===== src/rtl/mdu_sequencer.sv =====
// Control-step sequencer for the single-bus CPU datapath: fetch (T0-T2, WAIT) then execute.
// Build option MDU_SEQ_SINGLE_STEP_EN: every retired instruction returns to IDLE and pulses done.
module mdu_sequencer #(
    parameter int OPW  = 5,
    parameter int CNTW = 16
) (
    input  logic            clock,
    input  logic            clear,
    input  logic            start,
    input  logic            mem_ready,
    input  logic [31:0]     ir,
    output logic [4:0]      BusDataSelect,
    output logic [3:0]      GP_addr,
    output logic [3:0]      ALU_op,
    output logic            e_PC,
    output logic            e_IR,
    output logic            e_Y,
    output logic            e_Z,
    output logic            e_HI,
    output logic            e_LO,
    output logic            e_MDR,
    output logic            e_MAR,
    output logic            e_GP,
    output logic            incPC,
    output logic            MDR_read,
    output logic            busy,
    output logic            done,
    output logic            illegal,
    output logic [CNTW-1:0] instr_count
);

    localparam logic [OPW-1:0] OP_ADD  = OPW'(8'h00);
    localparam logic [OPW-1:0] OP_SUB  = OPW'(8'h01);
    localparam logic [OPW-1:0] OP_AND  = OPW'(8'h02);
    localparam logic [OPW-1:0] OP_OR   = OPW'(8'h03);
    localparam logic [OPW-1:0] OP_MUL  = OPW'(8'h0E);
    localparam logic [OPW-1:0] OP_DIV  = OPW'(8'h0F);
    localparam logic [OPW-1:0] OP_NOP  = OPW'(8'h18);
    localparam logic [OPW-1:0] OP_HALT = OPW'(8'h19);

    localparam logic [4:0] BUS_ZHI = 5'b10010;
    localparam logic [4:0] BUS_ZLO = 5'b10011;
    localparam logic [4:0] BUS_PC  = 5'b10100;
    localparam logic [4:0] BUS_MDR = 5'b10101;

    typedef enum logic [3:0] {
        S_IDLE, S_T0, S_T1, S_WAIT, S_T2, S_T3, S_T4, S_T5, S_T6
    } state_t;

    state_t state, next;

    logic [OPW-1:0] op;
    logic [3:0]     ra, rb, rc;
    logic           is_alu, is_md, is_halt, is_ill;
    logic [3:0]     alu_code;
    logic           retire;

    assign op = ir[31 -: OPW];
    assign ra = ir[26:23];
    assign rb = ir[22:19];
    assign rc = ir[18:15];

    // Immediate/unused IR bits carry no control meaning for this sequencer.
    logic unused_ir;
    assign unused_ir = ^ir[14:0];

    always_comb begin
        is_alu  = (op == OP_ADD) || (op == OP_SUB) || (op == OP_AND) || (op == OP_OR);
        is_md   = (op == OP_MUL) || (op == OP_DIV);
        is_halt = (op == OP_HALT);
        is_ill  = !(is_alu || is_md || is_halt || (op == OP_NOP));
        case (op)
            OP_SUB:  alu_code = 4'b0001;
            OP_AND:  alu_code = 4'b0010;
            OP_OR:   alu_code = 4'b0011;
            OP_MUL:  alu_code = 4'b0101;
            OP_DIV:  alu_code = 4'b0110;
            default: alu_code = 4'b0000;
        endcase
    end

    assign busy = (state != S_IDLE);

    always_comb begin
        next          = state;
        BusDataSelect = '0;
        GP_addr       = '0;
        ALU_op        = '0;
        e_PC          = 1'b0;
        e_IR          = 1'b0;
        e_Y           = 1'b0;
        e_Z           = 1'b0;
        e_HI          = 1'b0;
        e_LO          = 1'b0;
        e_MDR         = 1'b0;
        e_MAR         = 1'b0;
        e_GP          = 1'b0;
        incPC         = 1'b0;
        MDR_read      = 1'b0;
        done          = 1'b0;
        retire        = 1'b0;
        case (state)
            S_IDLE: if (start) next = S_T0;
            S_T0: begin
                BusDataSelect = BUS_PC;
                e_MAR = 1'b1;
                incPC = 1'b1;
                e_Z   = 1'b1;
                next  = S_T1;
            end
            // PC is loaded here only, so extra WAIT cycles never re-increment it.
            S_T1: begin
                BusDataSelect = BUS_ZLO;
                e_PC     = 1'b1;
                MDR_read = 1'b1;
                e_MDR    = mem_ready;
                next     = mem_ready ? S_T2 : S_WAIT;
            end
            S_WAIT: begin
                MDR_read = 1'b1;
                e_MDR    = mem_ready;
                if (mem_ready) next = S_T2;
            end
            S_T2: begin
                BusDataSelect = BUS_MDR;
                e_IR = 1'b1;
                next = S_T3;
            end
            S_T3: begin
                if (is_alu || is_md) begin
                    BusDataSelect = {1'b0, is_alu ? rb : ra};
                    e_Y  = 1'b1;
                    next = S_T4;
                end else begin
                    retire = 1'b1;
                end
            end
            S_T4: begin
                BusDataSelect = {1'b0, is_alu ? rc : rb};
                ALU_op = alu_code;
                e_Z    = 1'b1;
                next   = S_T5;
            end
            S_T5: begin
                BusDataSelect = BUS_ZLO;
                if (is_alu) begin
                    GP_addr = ra;
                    e_GP    = 1'b1;
                    retire  = 1'b1;
                end else begin
                    e_LO = 1'b1;
                    next = S_T6;
                end
            end
            S_T6: begin
                BusDataSelect = BUS_ZHI;
                e_HI   = 1'b1;
                retire = 1'b1;
            end
            default: next = S_IDLE;
        endcase
        if (retire) begin
`ifdef MDU_SEQ_SINGLE_STEP_EN
            next = S_IDLE;
            done = 1'b1;
`else
            next = is_halt ? S_IDLE : S_T0;
            done = is_halt;
`endif
        end
    end

    always_ff @(posedge clock or negedge clear) begin
        if (!clear) begin
            state       <= S_IDLE;
            instr_count <= '0;
            illegal     <= 1'b0;
        end else begin
            state <= next;
            if (retire) instr_count <= instr_count + CNTW'(1);
            if (state == S_T3 && is_ill) illegal <= 1'b1;
        end
    end

endmodule


===== config.mk =====
export PLATFORM = sky130hd
export DESIGN_NAME = mdu_sequencer
export DESIGN_NICKNAME = d
export VERILOG_FILES = /design/src/rtl/mdu_sequencer.sv
export SDC_FILE = /design/constraint.sdc
export NUM_CORES = 1
export LEC_CHECK = 0
export CELL_PAD_IN_SITES_DETAIL_PLACEMENT = 1
export CELL_PAD_IN_SITES_GLOBAL_PLACEMENT = 2
export CORE_ASPECT_RATIO = 1.75
export CORE_MARGIN = 2
export CORE_UTILIZATION = 22
export DETAILED_ROUTE_END_ITERATION = 8
export GPL_TIMING_DRIVEN = 0
export PLACE_DENSITY = 0.76
export SETUP_SLACK_MARGIN = 0.02
export SLEW_MARGIN = 20
export SYNTH_ARGS = -nofsm -noshare
export SYNTH_HDL_FRONTEND = slang
export SYNTH_SLANG_ARGS = --single-unit

===== constraint.sdc =====
create_clock -name clock -period 2.8 [get_ports clock]
set_input_delay 0.7 -clock clock [delete_from_list [all_inputs] [get_ports clock]]
set_output_delay 0.7 -clock clock [all_outputs]
set_load 0.05 [all_outputs]

== After elaboration in Yosys (flattened, before gate mapping) ==
Index checks and enable logic that the tools add are counted.

* $add $sub $neg: 1
* Eq/ne operators: 20
* Multiplexer cells: 32
* Reductions and logical operators: 16

{| class="wikitable"
|+ Operators with widths
! kind !! number
|-
| 4-bit two-way mux || 11
|-
| 4-bit case mux with 9 select lines || 1
|-
| 5-bit case mux with 6 select lines || 1
|-
| 16-bit by 1-bit adder with 16-bit output, second input constant || 1
|-
| 4-bit by 3-bit == test with 1-bit output, second input constant || 4
|-
| 1-bit two-way mux || 16
|-
| 3-bit case mux with 5 select lines || 1
|-
| 3-bit != test, second input constant || 4
|-
| 5-bit by 2-bit == test with 1-bit output, second input constant || 2
|-
| 5-bit by 4-bit == test with 1-bit output, second input constant || 2
|-
| 5-bit == test, second input constant || 2
|-
| 4-bit by 2-bit == test with 1-bit output, second input constant || 2
|-
| 1-bit logical OR || 7
|-
| 2-bit OR reduction || 3
|-
| 5-bit by 1-bit == test with 1-bit output, second input constant || 1
|-
| 5-bit logical NOT || 1
|-
| 5-bit AND reduction || 1
|-
| 4-bit by 1-bit == test with 1-bit output, second input constant || 1
|-
| 4-bit == test, second input constant || 1
|-
| 4-bit logical NOT || 1
|-
| 4-bit nonzero test || 1
|-
| 3-bit two-way mux || 1
|-
| 1-bit case mux with 3 select lines || 1
|-
| 2-bit != test, second input constant || 1
|-
| 2 further kinds || 2
|}

* Register bits: 21
* Input port bits: 36
* Output and inout port bits: 43
* Word-level logic and storage cells: 72

== Depth between registers and ports, before layout ==
Gate-level depths: netlist of the first run.

* Depth after elaboration: 9
* Gate-level depth with buffers: 6
* Depth with buffers taken out: 5

== Worst setup path after synthesis of the first run ==
OpenSTA, ideal clock, no wires.

* Path type: input to output
* Start point: input ir[30]
* End point: output BusDataSelect[0]
* Data arrival time: 2.700 ns
* Required time: 2.100 ns
* Setup slack: -0.600 ns
* Stages: 5
* Cells stage by stage: buf_2 nor3_4 clkbuf_1 mux2i_1 o21ai_0

* Cells in the longest elaborated chain, start to end: 7
* Elaborated cells on any way between the ends: 15

{| class="wikitable"
|+ RTL lines
! element !! line !! text
|-
| start, declared || 11 || <nowiki>input logic [31:0] ir,</nowiki>
|-
| 5-bit by 1-bit == test with 1-bit output / 5-bit logical NOT (equally long branches) || 68 || <nowiki>is_alu = (op == OP_ADD) || (op == OP_SUB) || (op == OP_AND) || (op == OP_OR);</nowiki>
|-
| 1-bit logical OR (3 in a row) || 68 ||
|-
| 4-bit two-way mux / 1-bit logical OR (equally long branches) || 131, 130 ||
|-
| 4-bit two-way mux || 130 || <nowiki>if (is_alu || is_md) begin</nowiki>
|-
| 5-bit case mux with 6 select lines * || 102 || <nowiki>case (state)</nowiki>
|-
| end, declared || 12 || <nowiki>output logic [4:0] BusDataSelect,</nowiki>
|}

Every way passes the cells marked *; elsewhere a longest branch is shown, timed or not.

== Worst setup path in the final report of the first run ==
Ends and elaborated chain as after synthesis.

==> flow_metrics.py, run 1 <==
metrics = {
    "routing": {
        "via_count": 1587,
        "wl_per_cell_um": 15.7,
        "routed_wl_mm": 5.22,
        "dr.pass1.iters": 4,
        "drt_iter0_drc": 77,
        "antenna_left": 0,
        "via_per_inst": 4.78,
        "drc_errors": 0,
    },
    "timing": {
        "post-route-period-util_pct": 97.1,
        "final_max_slew_viol_count": 0,
        "max_freq_mhz": 368,
        "finalSetupViolations": 0,
        "hold_viol_final": 0,
        "period_needed_ns": 2.72,
        "rsz0062_at_grt": "no",
        "fin_skew_ns": 0.00249,
        "worst_pin_slew_ns": 0.996,
        "finalSetupTns_ns": 0,
        "relSlewSlack_pct": 33.4,
        "fin_hold_ws_ns": 0.461,
    },
    "worst_setup_path": {
        "slowest_stage": "or3_1",
        "setup.worst_path.end_class": "output port",
        "critPathMaxStageDelay_ns": 0.39,
        "cp.arrival_ns": 2.02,
        "critPathMaxFanout": 9,
        "path_buf_inv": 3,
        "cp.required_ns": 2.10,
        "critPathKind": "input port to output port",
        "cp_cell_sequence": "buf_2 -> or3_1 -> buf_6 -> mux2i_1 -> o22a_1 -> o21ai_1 -> clkbuf_4",
        "critPathLaunchType": "input port",
        "path_delay_family": "buffers and inverters",
    },
    "synthesis": {
        "ys_types": 53,
        "synth_fp_nets": 212,
        "syn_avg_cell_area_sq_um": 9.08,
        "synth_ff_type": "dfrtp_1",
        "synth_edf_count": 0,
        "synthArstFlopShare_pct": 100,
        "yosysWarnings": 0,
        "syn-cell-area_sq_um": 1590,
        "ys_ff_latch": 21,
        "ys_seq_area_share_pct": 33.1,
        "netlist_instances": 175,
    },
    "floorplan": {
        "die_width_um": 68.2,
        "rows": 41,
        "start_util_pct": 22.3,
        "dieHeight_um": 116,
        "die-area_sq_um": 7950,
        "io_pins": 79,
        "coreArea_sq_um": 7130,
    },
    "cts": {
        "cts_tree": "built",
        "ctsHoldBuffers": 0,
        "cts_buffer_depth": 2,
        "clkLatencyLatePin_ns": 0.25,
        "clock-root-buffer": "clkbuf_16",
        "cts_max_level": 1,
        "cts.clk_slew.worst_paths_ns": 0.06,
        "cts.sink_count": 21,
        "cts_made_buffers": 3,
    },
    "place": {
        "place_congestion": 0.729,
        "dp.final_hpwl_mm": 4.07,
        "port_buffers": 59,
    },
    "cells_and_area": {
        "antenna_cells": 0,
        "layout-drive-gt1-share_pct": 26.4,
        "area_delta_synth_final_pct": 56.2,
        "num-nets-final": 284,
        "final_common_cell": "clkdlybuf4s50_1",
        "final_cell_mix": "34 x clkdlybuf4s50_1, 21 x dfrtp_1, 14 x buf_4, 11 x xnor2_1",
    },
    "power_and_ir_drop": {
        "ir_drop_mv": 0.517,
        "leakage_nw": 1.02,
        "p_total_mw": 2.49,
        "power_density_nw_per_um2": 1000,
    },
    "worst_hold_path": {
        "hp-class": "flop to flop",
    },
    "global_routing": {
        "grt_pass1_vias": 1652,
        "track_usage_pct": 13.5,
        "grt_pass1_wl_mm": 8.31,
        "antenna_found_initial": 0,
        "grt_max_degree": 22,
        "grt-ovfl-total": 0,
    },
    "outcome": {
        "outcome": "completed",
    },
    "run": {
        "cap_viol_max_count": 0,
    },
}
==> metal layers <==
metal  global-route usage, %  routed length (um)  part of all wire (%)
met1                    14.9                1920                    37
met2                    26.3                3020                    58
met3                    1.54                 210                   4.0
met4                    3.07                  59                   1.1
met5                       0                   0                     0
==> through the flow <==
step | area, sq um | setup slack [ns] | std cells | util, %
floorplan | 1620 | -0.226 | 175 | -
global placement | 2320 | -1.13 | 320 | 32.5
detailed placement | 2320 | -1.14 | 320 | 32.5
CTS | 2450 | 0.0161 | 327 | 34.4
global route | 2480 | 0.0205 | 332 | 34.8
finish | 2480 | 0.0808 | 332 | 34.8
==> Yosys cell counts (2+ instances only) <==
| library cell | instances | area share, % |
|---|---|---|
| o211ai_1 | 2 | 0.94 |
| o22ai_1 | 2 | 0.79 |
| xor2_1 | 8 | 4.4 |
| nand4_1 | 3 | 1.2 |
| o2111ai_1 | 2 | 1.1 |
| nor4b_1 | 2 | 1.1 |
| o21ai_0 | 7 | 2.2 |
| buf_2 | 4 | 1.3 |
| xnor2_1 | 11 | 6.1 |
| mux2i_1 | 7 | 4.4 |
| nor2_1 | 11 | 2.6 |
| o32a_1 | 2 | 1.3 |
| buf_4 | 4 | 1.9 |
| a21oi_1 | 9 | 2.8 |
| inv_1 | 9 | 2.1 |
| nand4bb_1 | 2 | 1.4 |
| and3_1 | 5 | 2.0 |
| or3_1 | 4 | 1.6 |
| nand2_1 | 11 | 2.6 |
| buf_1 | 2 | 0.47 |
| a211oi_1 | 3 | 1.4 |
| dfrtp_1 | 21 | 33 |
| a2111oi_2 | 4 | 3.8 |
| nor3_1 | 4 | 1.3 |
| clkbuf_1 | 3 | 0.71 |
| nand3_1 | 5 | 1.6 |
| nand2b_1 | 2 | 0.79 |
==> where the power goes <==
group | switching (mW) | internal [mW]
logic | 1.15 | 0.561
registers | 0.0972 | 0.380
clock network | 0.111 | 0.192
total | 1.36 | 1.13
==> cells by family after synthesis <==
| kind of cell | Yosys count | synth area share [%] |
|---|---|---|
| other | 1 | 0.236 |
| xor gates and xnor gates | 19 | 10.5 |
| and+or+nand+nor | 60 | 22.6 |
| AOI/OAI and AO/OA | 40 | 19.5 |
| adders and majority gates | 1 | 0.787 |
| DFF | 21 | 33.1 |
| muxes | 9 | 5.83 |
| buffers and inverters | 24 | 7.48 |
==> layout make-up <==
class	count	area, sq um
plain buffers	14	97.6
clock buffers	3	75.1
clock inverters	1	5.00
fillers	849	4650
inverters	10	38.8
multi-input cells	130	1020
flip-flops and latches	21	526
well taps	86	108
repair buffers	67	617
==> state kept, by name, indices dropped and copies added (netlist names) <==
register     count
instr_count     16
state            4
illegal          1
==> worst paths after layout <==
check                              start                to  slack [ns]  cells after the start
worst max-delay path              ir[30]  BusDataSelect[0]        0.08                      7
worst min-delay path             illegal           illegal        0.46                      1
worst max register to register  state[1]   instr_count[13]        0.88                      5
worst min register to register   illegal           illegal        0.46                      1
max in group asynchronous          clear    instr_count[8]        1.20                      1
min in group asynchronous          clear    instr_count[4]        1.00                      1
==> timing repair <==
action | 4_1_cts | 5_1_grt
resized for setup | 81 | 17
pin swaps | 1 | 1
buffers inserted | 3 | 5
endpoints found under the setup margin | 25 | 10
Power figures use the tool's default switching activity.
==> run 2, diff against run 1 <==
==> constraint.sdc (replaced) <==
create_clock -name clock -period 2.7 [get_ports clock]
set_input_delay 0.675 -clock clock [delete_from_list [all_inputs] [get_ports clock]]
set_output_delay 0.675 -clock clock [all_outputs]
set_load 0.05 [all_outputs]
==> run 2 against run 1 <==
Compared with the run above:
- total power rose by 6.8%
- combinational power grew 8%
- clock power up 5%
- register-to-register slack worse by 0.09 ns
- sequential share of layout area fell by 0.44 points
- via count rose by 3.5%
- die area unchanged
- non-clock buffer count up 1
- critical path type unchanged
- final area up 2.4%
- worst hold slack got worse by 0.081 ns
- global-route usage rose by 0.35 points
==> flow_metrics.py, run 2 (same netlist as run 1, synthesis figures left out) <==
metrics = {
    "outcome": {
        "outcome": "completed",
    },
    "cells_and_area": {
        "area_delta_synth_final_pct": 59.9,
        "fin_util_pct": 35.6,
        "reg_top3": "instr_count (16), state (4), illegal (1)",
        "final_common_cell": "clkdlybuf4s50_1",
        "largest-register": "instr_count",
        "antenna_cells": 0,
        "largest_reg_flops": 16,
        "layout-drive-gt1-share_pct": 29.1,
        "num-nets-final": 285,
        "final_cell_mix": "32 x clkdlybuf4s50_1, 20 x dfrtp_1, 15 x buf_4, 11 x xnor2_1, 10 x nand2_1",
        "postLayoutCellArea_sq_um": 2540,
    },
    "routing": {
        "via_count": 1642,
        "antenna_left": 0,
        "via_per_inst": 4.93,
        "drt_iter0_drc": 34,
        "dr.pass1.iters": 4,
        "drc_errors": 0,
        "wl_per_cell_um": 16.4,
        "routed_wl_mm": 5.45,
    },
    "cts": {
        "cts_max_level": 1,
        "ctsHoldBuffers": 0,
        "cts.sink_count": 21,
        "cts_buffer_depth": 2,
        "cts_tree": "built",
        "clock-root-buffer": "clkbuf_16",
        "cts_made_buffers": 3,
        "clkLatencyLatePin_ns": 0.25,
        "cts.clk_slew.worst_paths_ns": 0.06,
    },
    "worst_hold_path": {
        "hp-class": "input port to async pin",
    },
    "timing": {
        "hold_viol_final": 0,
        "relSlewSlack_pct": 65.5,
        "worst_pin_slew_ns": 0.516,
        "fin_skew_ns": 0.00606,
        "final_max_slew_viol_count": 0,
        "max_freq_mhz": 380,
        "post-route-period-util_pct": 97.5,
        "finalSetupViolations": 0,
        "period_needed_ns": 2.63,
    },
    "place": {
        "dp.final_hpwl_mm": 4.10,
        "place_congestion": 0.779,
        "port_buffers": 59,
        "placed_area_sq_um": 2340,
    },
    "power_and_ir_drop": {
        "ir_drop_mv": 0.616,
        "leakage_nw": 1.04,
        "power_density_nw_per_um2": 1050,
    },
    "worst_setup_path": {
        "critPathMaxFanout": 3,
        "cp.required_ns": 2.03,
        "cp.arrival_ns": 1.96,
        "critPathLaunchType": "input port",
        "setup.worst_path.end_class": "output port",
        "critPathKind": "input port to output port",
    },
    "floorplan": {
        "start_util_pct": 22.3,
        "coreArea_sq_um": 7130,
        "die-area_sq_um": 7950,
        "die_width_um": 68.2,
        "dieHeight_um": 116,
        "rows": 41,
        "io_pins": 79,
    },
    "global_routing": {
        "antenna_found_initial": 0,
        "track_usage_pct": 13.8,
        "grt_pass1_wl_mm": 8.52,
        "grt_max_degree": 22,
        "grt-ovfl-total": 0,
        "grt_pass1_vias": 1703,
    },
    "run": {
        "cap_viol_max_count": 0,
    },
}
==> run 2: power by group <==
group,total [mW],switching [mW],internal [mW]
Combinational,1.85,1.22,0.627
Sequential,0.497,0.101,0.395
Clock,0.317,0.116,0.201
==> run 2: cell type report <==
class	count	area (sq um)
tap	86	108
clock buffer	4	78.8
sequential	21	527
inverter	10	38.8
multi-input combinational	130	1050
fill	838	4590
buffer	14	115
timing repair buffer	68	627
==> run 2: layer usage <==
layer  global-route usage (%)  routed length (um)  vias to the layer above
met5                        0                   0                        -
met4                     3.20                  90                        0
met2                     27.1                3090                       50
li1                         -                   -                      778
met1                     14.8                2030                      808
met3                     2.12                 248                        6
==> run 2: worst paths after layout <==
kind / startpoint / endpoint / slack [ns] / cells past startpoint
min in group clock: illegal / illegal / 0.46 / 1
worst min-delay path: clear / instr_count[3] / 0.38 / 1
worst min register to register: illegal / illegal / 0.46 / 1
worst max register to register: state[1] / instr_count[9] / 0.79 / 5
max in group asynchronous: clear / state[0] / 1.95 / 1
worst max-delay path: ir[27] / ALU_op[0] / 0.07 / 4
==> run 2: critical path: stages <==
cell and delay (ns):
clkdlybuf4s50_1 0.53, mux2_2 0.37, nor3_4 0.11, buf_2 0.28
==> run 2: timing repair <==
item	4_1_cts	5_1_grt
pin swaps	3	5
gates cloned	0	1
gates resized for setup	95	16
buffers inserted	1	7
setup endpoints to repair	25	10
==> run 2: per-stage QoR <==
stage / power (mW) / setup TNS (ns) / hold WS (ns) / worst slack (ns) / instances
final: 2.66 / 0 / 0.381 / 0.0681 / 333
after global routing: 2.82 / -0.00728 / 0.421 / -0.00728 / 333
after CTS: 2.66 / 0 / 0.470 / 0.0208 / 325
after detailed placement: 2.34 / -11.51 / 0.456 / -1.18 / 320
after global placement: 2.32 / -11.60 / 0.455 / -1.20 / 320
after floorplan: 1.76 / -0.298 / 0.379 / -0.276 / 175
==> run 3, diff against run 2 <==
==> constraint.sdc (replaced) <==
create_clock -name clock -period 2.98 [get_ports clock]
set_input_delay 0.745 -clock clock [delete_from_list [all_inputs] [get_ports clock]]
set_output_delay 0.745 -clock clock [all_outputs]
set_load 0.05 [all_outputs]
==> run 3 against run 2 <==
Compared with the run above:
- highest routed layer unchanged
- largest power group unchanged
- utilization down 1.4 points
- critical endpoint is now e_GP
- worst hold slack better by 0.065 ns
- clock skew about the same
==> flow_metrics.py, run 3 (same netlist as run 1, synthesis figures left out) <==
metrics = {
    "cells_and_area": {
        "fill_cells": 849,
        "layout-drive-gt1-share_pct": 21.2,
        "num-nets-final": 279,
        "ff_latch_area_sq_um": 526,
        "largest-register": "instr_count",
        "multi_input_area_sq_um": 1010,
        "largest_reg_flops": 16,
        "antenna_cells": 0,
        "final_cell_mix": "34 x clkdlybuf4s50_1, 21 x dfrtp_1, 11 x xnor2_1, 11 x dlygate4sd2_1",
        "area_delta_synth_final_pct": 53.5,
        "final_common_cell": "clkdlybuf4s50_1",
        "reg_top3": "instr_count (16), state (4), illegal (1)",
    },
    "floorplan": {
        "coreArea_sq_um": 7130,
        "start_util_pct": 22.3,
        "die-area_sq_um": 7950,
        "io_pins": 79,
        "dieHeight_um": 116,
        "die_width_um": 68.2,
        "rows": 41,
    },
    "cts": {
        "ctsHoldBuffers": 0,
        "clock-root-buffer": "clkbuf_16",
        "clkLatencyLatePin_ns": 0.25,
        "cts.clk_slew.worst_paths_ns": 0.06,
        "cts_made_buffers": 3,
        "cts_buffer_depth": 2,
        "cts_tree": "built",
        "cts_max_level": 1,
        "cts.sink_count": 21,
    },
    "timing": {
        "relSlewSlack_pct": 65.6,
        "post-route-period-util_pct": 97.1,
        "rsz0062_at_grt": "no",
        "finalSetupTns_ns": 0,
        "setup_ws_ns": 0.0858,
        "max_freq_mhz": 346,
        "hold_viol_final": 0,
        "fin_skew_ns": 0.00561,
        "period_needed_ns": 2.89,
        "final_max_slew_viol_count": 0,
        "worst_pin_slew_ns": 0.515,
        "finalSetupViolations": 0,
    },
    "power_and_ir_drop": {
        "ir_drop_mv": 0.536,
        "power_density_nw_per_um2": 958,
        "leakage_nw": 1.06,
        "p_sw_mw": 1.27,
        "p_int_mw": 1.07,
        "pwr-share-comb_pct": 68.8,
        "p_sw_share_pct": 54.4,
        "seq_power_share_pct": 19.1,
        "clock_power_share_pct": 12.2,
    },
    "routing": {
        "wl_per_cell_um": 15.2,
        "routed_wl_mm": 4.98,
        "drc_errors": 0,
        "dr.pass1.iters": 4,
        "via_count": 1562,
        "drt_iter0_drc": 35,
        "antenna_left": 0,
        "via_per_inst": 4.78,
    },
    "worst_hold_path": {
        "hp-class": "input port to async pin",
    },
    "place": {
        "place_congestion": 0.712,
        "dp.final_hpwl_mm": 4.04,
        "place_ws_ns": -1.02,
        "port_buffers": 59,
    },
    "global_routing": {
        "grt_pass1_vias": 1655,
        "grt-ovfl-total": 0,
        "track_usage_pct": 13.4,
        "grt_pass1_wl_mm": 8.11,
        "antenna_found_initial": 0,
        "grt_max_degree": 22,
    },
    "worst_setup_path": {
        "setup.worst_path.end_class": "output port",
        "critPathKind": "input port to output port",
        "worstRegToRegCells": 5,
        "reg2reg_from": "state[1]",
        "critPathLaunchType": "input port",
        "startpoint": "ir[30]",
        "critPathMaxFanout": 9,
        "rr_endpoint": "instr_count[9]",
        "cp.required_ns": 2.24,
        "reg2reg_slack_ns": 1.07,
        "cp.arrival_ns": 2.15,
    },
    "run": {
        "cap_viol_max_count": 0,
    },
    "outcome": {
        "outcome": "completed",
    },
}
## run 3: critical path, stage by stage
cell	delay, ns
buf_2	0.15
or3_1	0.36
buf_2	0.21
nor2_1	0.15
clkdlybuf4s15_1	0.52
## run 3: how the worst max path moves through the flow
stage | endpoint | slack, ns | depth (start not counted)
3_5_place_dp | done | -1.02 | 6
6_report | e_GP | 0.09 | 5
3_3_place_gp | done | -1.05 | 6
2_1_floorplan | BusDataSelect[0] | -0.14 | 5
4_1_cts | e_IR | 0.04 | 4
5_1_grt | e_GP | 0.02 | 5
## run 3: routing by layer
layer  vias up  part of all wire [%]  GRT usage [%]
li1        765                     -              -
met1       746                    39           14.9
met2        45                    56           24.8
met3         6                   3.9           1.54
met4         0                   1.9           5.33
met5         -                     0              0
## run 3: cell type report
| class | instances | area share, % |
|---|---|---|
| Sequential cell | 21 | 21.5 |
| Clock inverter | 1 | 0.205 |
| Inverter | 10 | 1.59 |
| Tap cell | 86 | 4.41 |
| Buffer | 14 | 3.59 |
| Clock buffer | 3 | 3.08 |
| Timing Repair Buffer | 62 | 24.1 |
| Multi-Input combinational cell | 130 | 41.5 |
## run 3: power groups by stage
stage               clock network, mW  registers, mW  logic, mW
floorplan                           0          0.592      0.978
global route                    0.306          0.461       1.71
CTS                             0.294          0.449       1.62
finish                          0.284          0.446       1.61
detailed placement                  0          0.453       1.64
global placement                    0          0.450       1.63
## run 3: what timing repair did
item,CTS,global route
gates resized for setup,58,10
setup buffers,1,2
endpoints found under the setup margin,21,9
endpoints found under the hold margin,0,0
pin swaps,1,1
## run 3: metrics by stage
stage               std cells  cell area [sq um]  hold WS (ns)  util (%)  power, mW
floorplan                 175               1620         0.449         -       1.57
global placement          320               2320         0.454      32.5       2.08
detailed placement        320               2320         0.455      32.5       2.09
CTS                       325               2420         0.468      33.9       2.36
global route              327               2440         0.490      34.2       2.48
finish                    327               2440         0.446      34.2       2.34
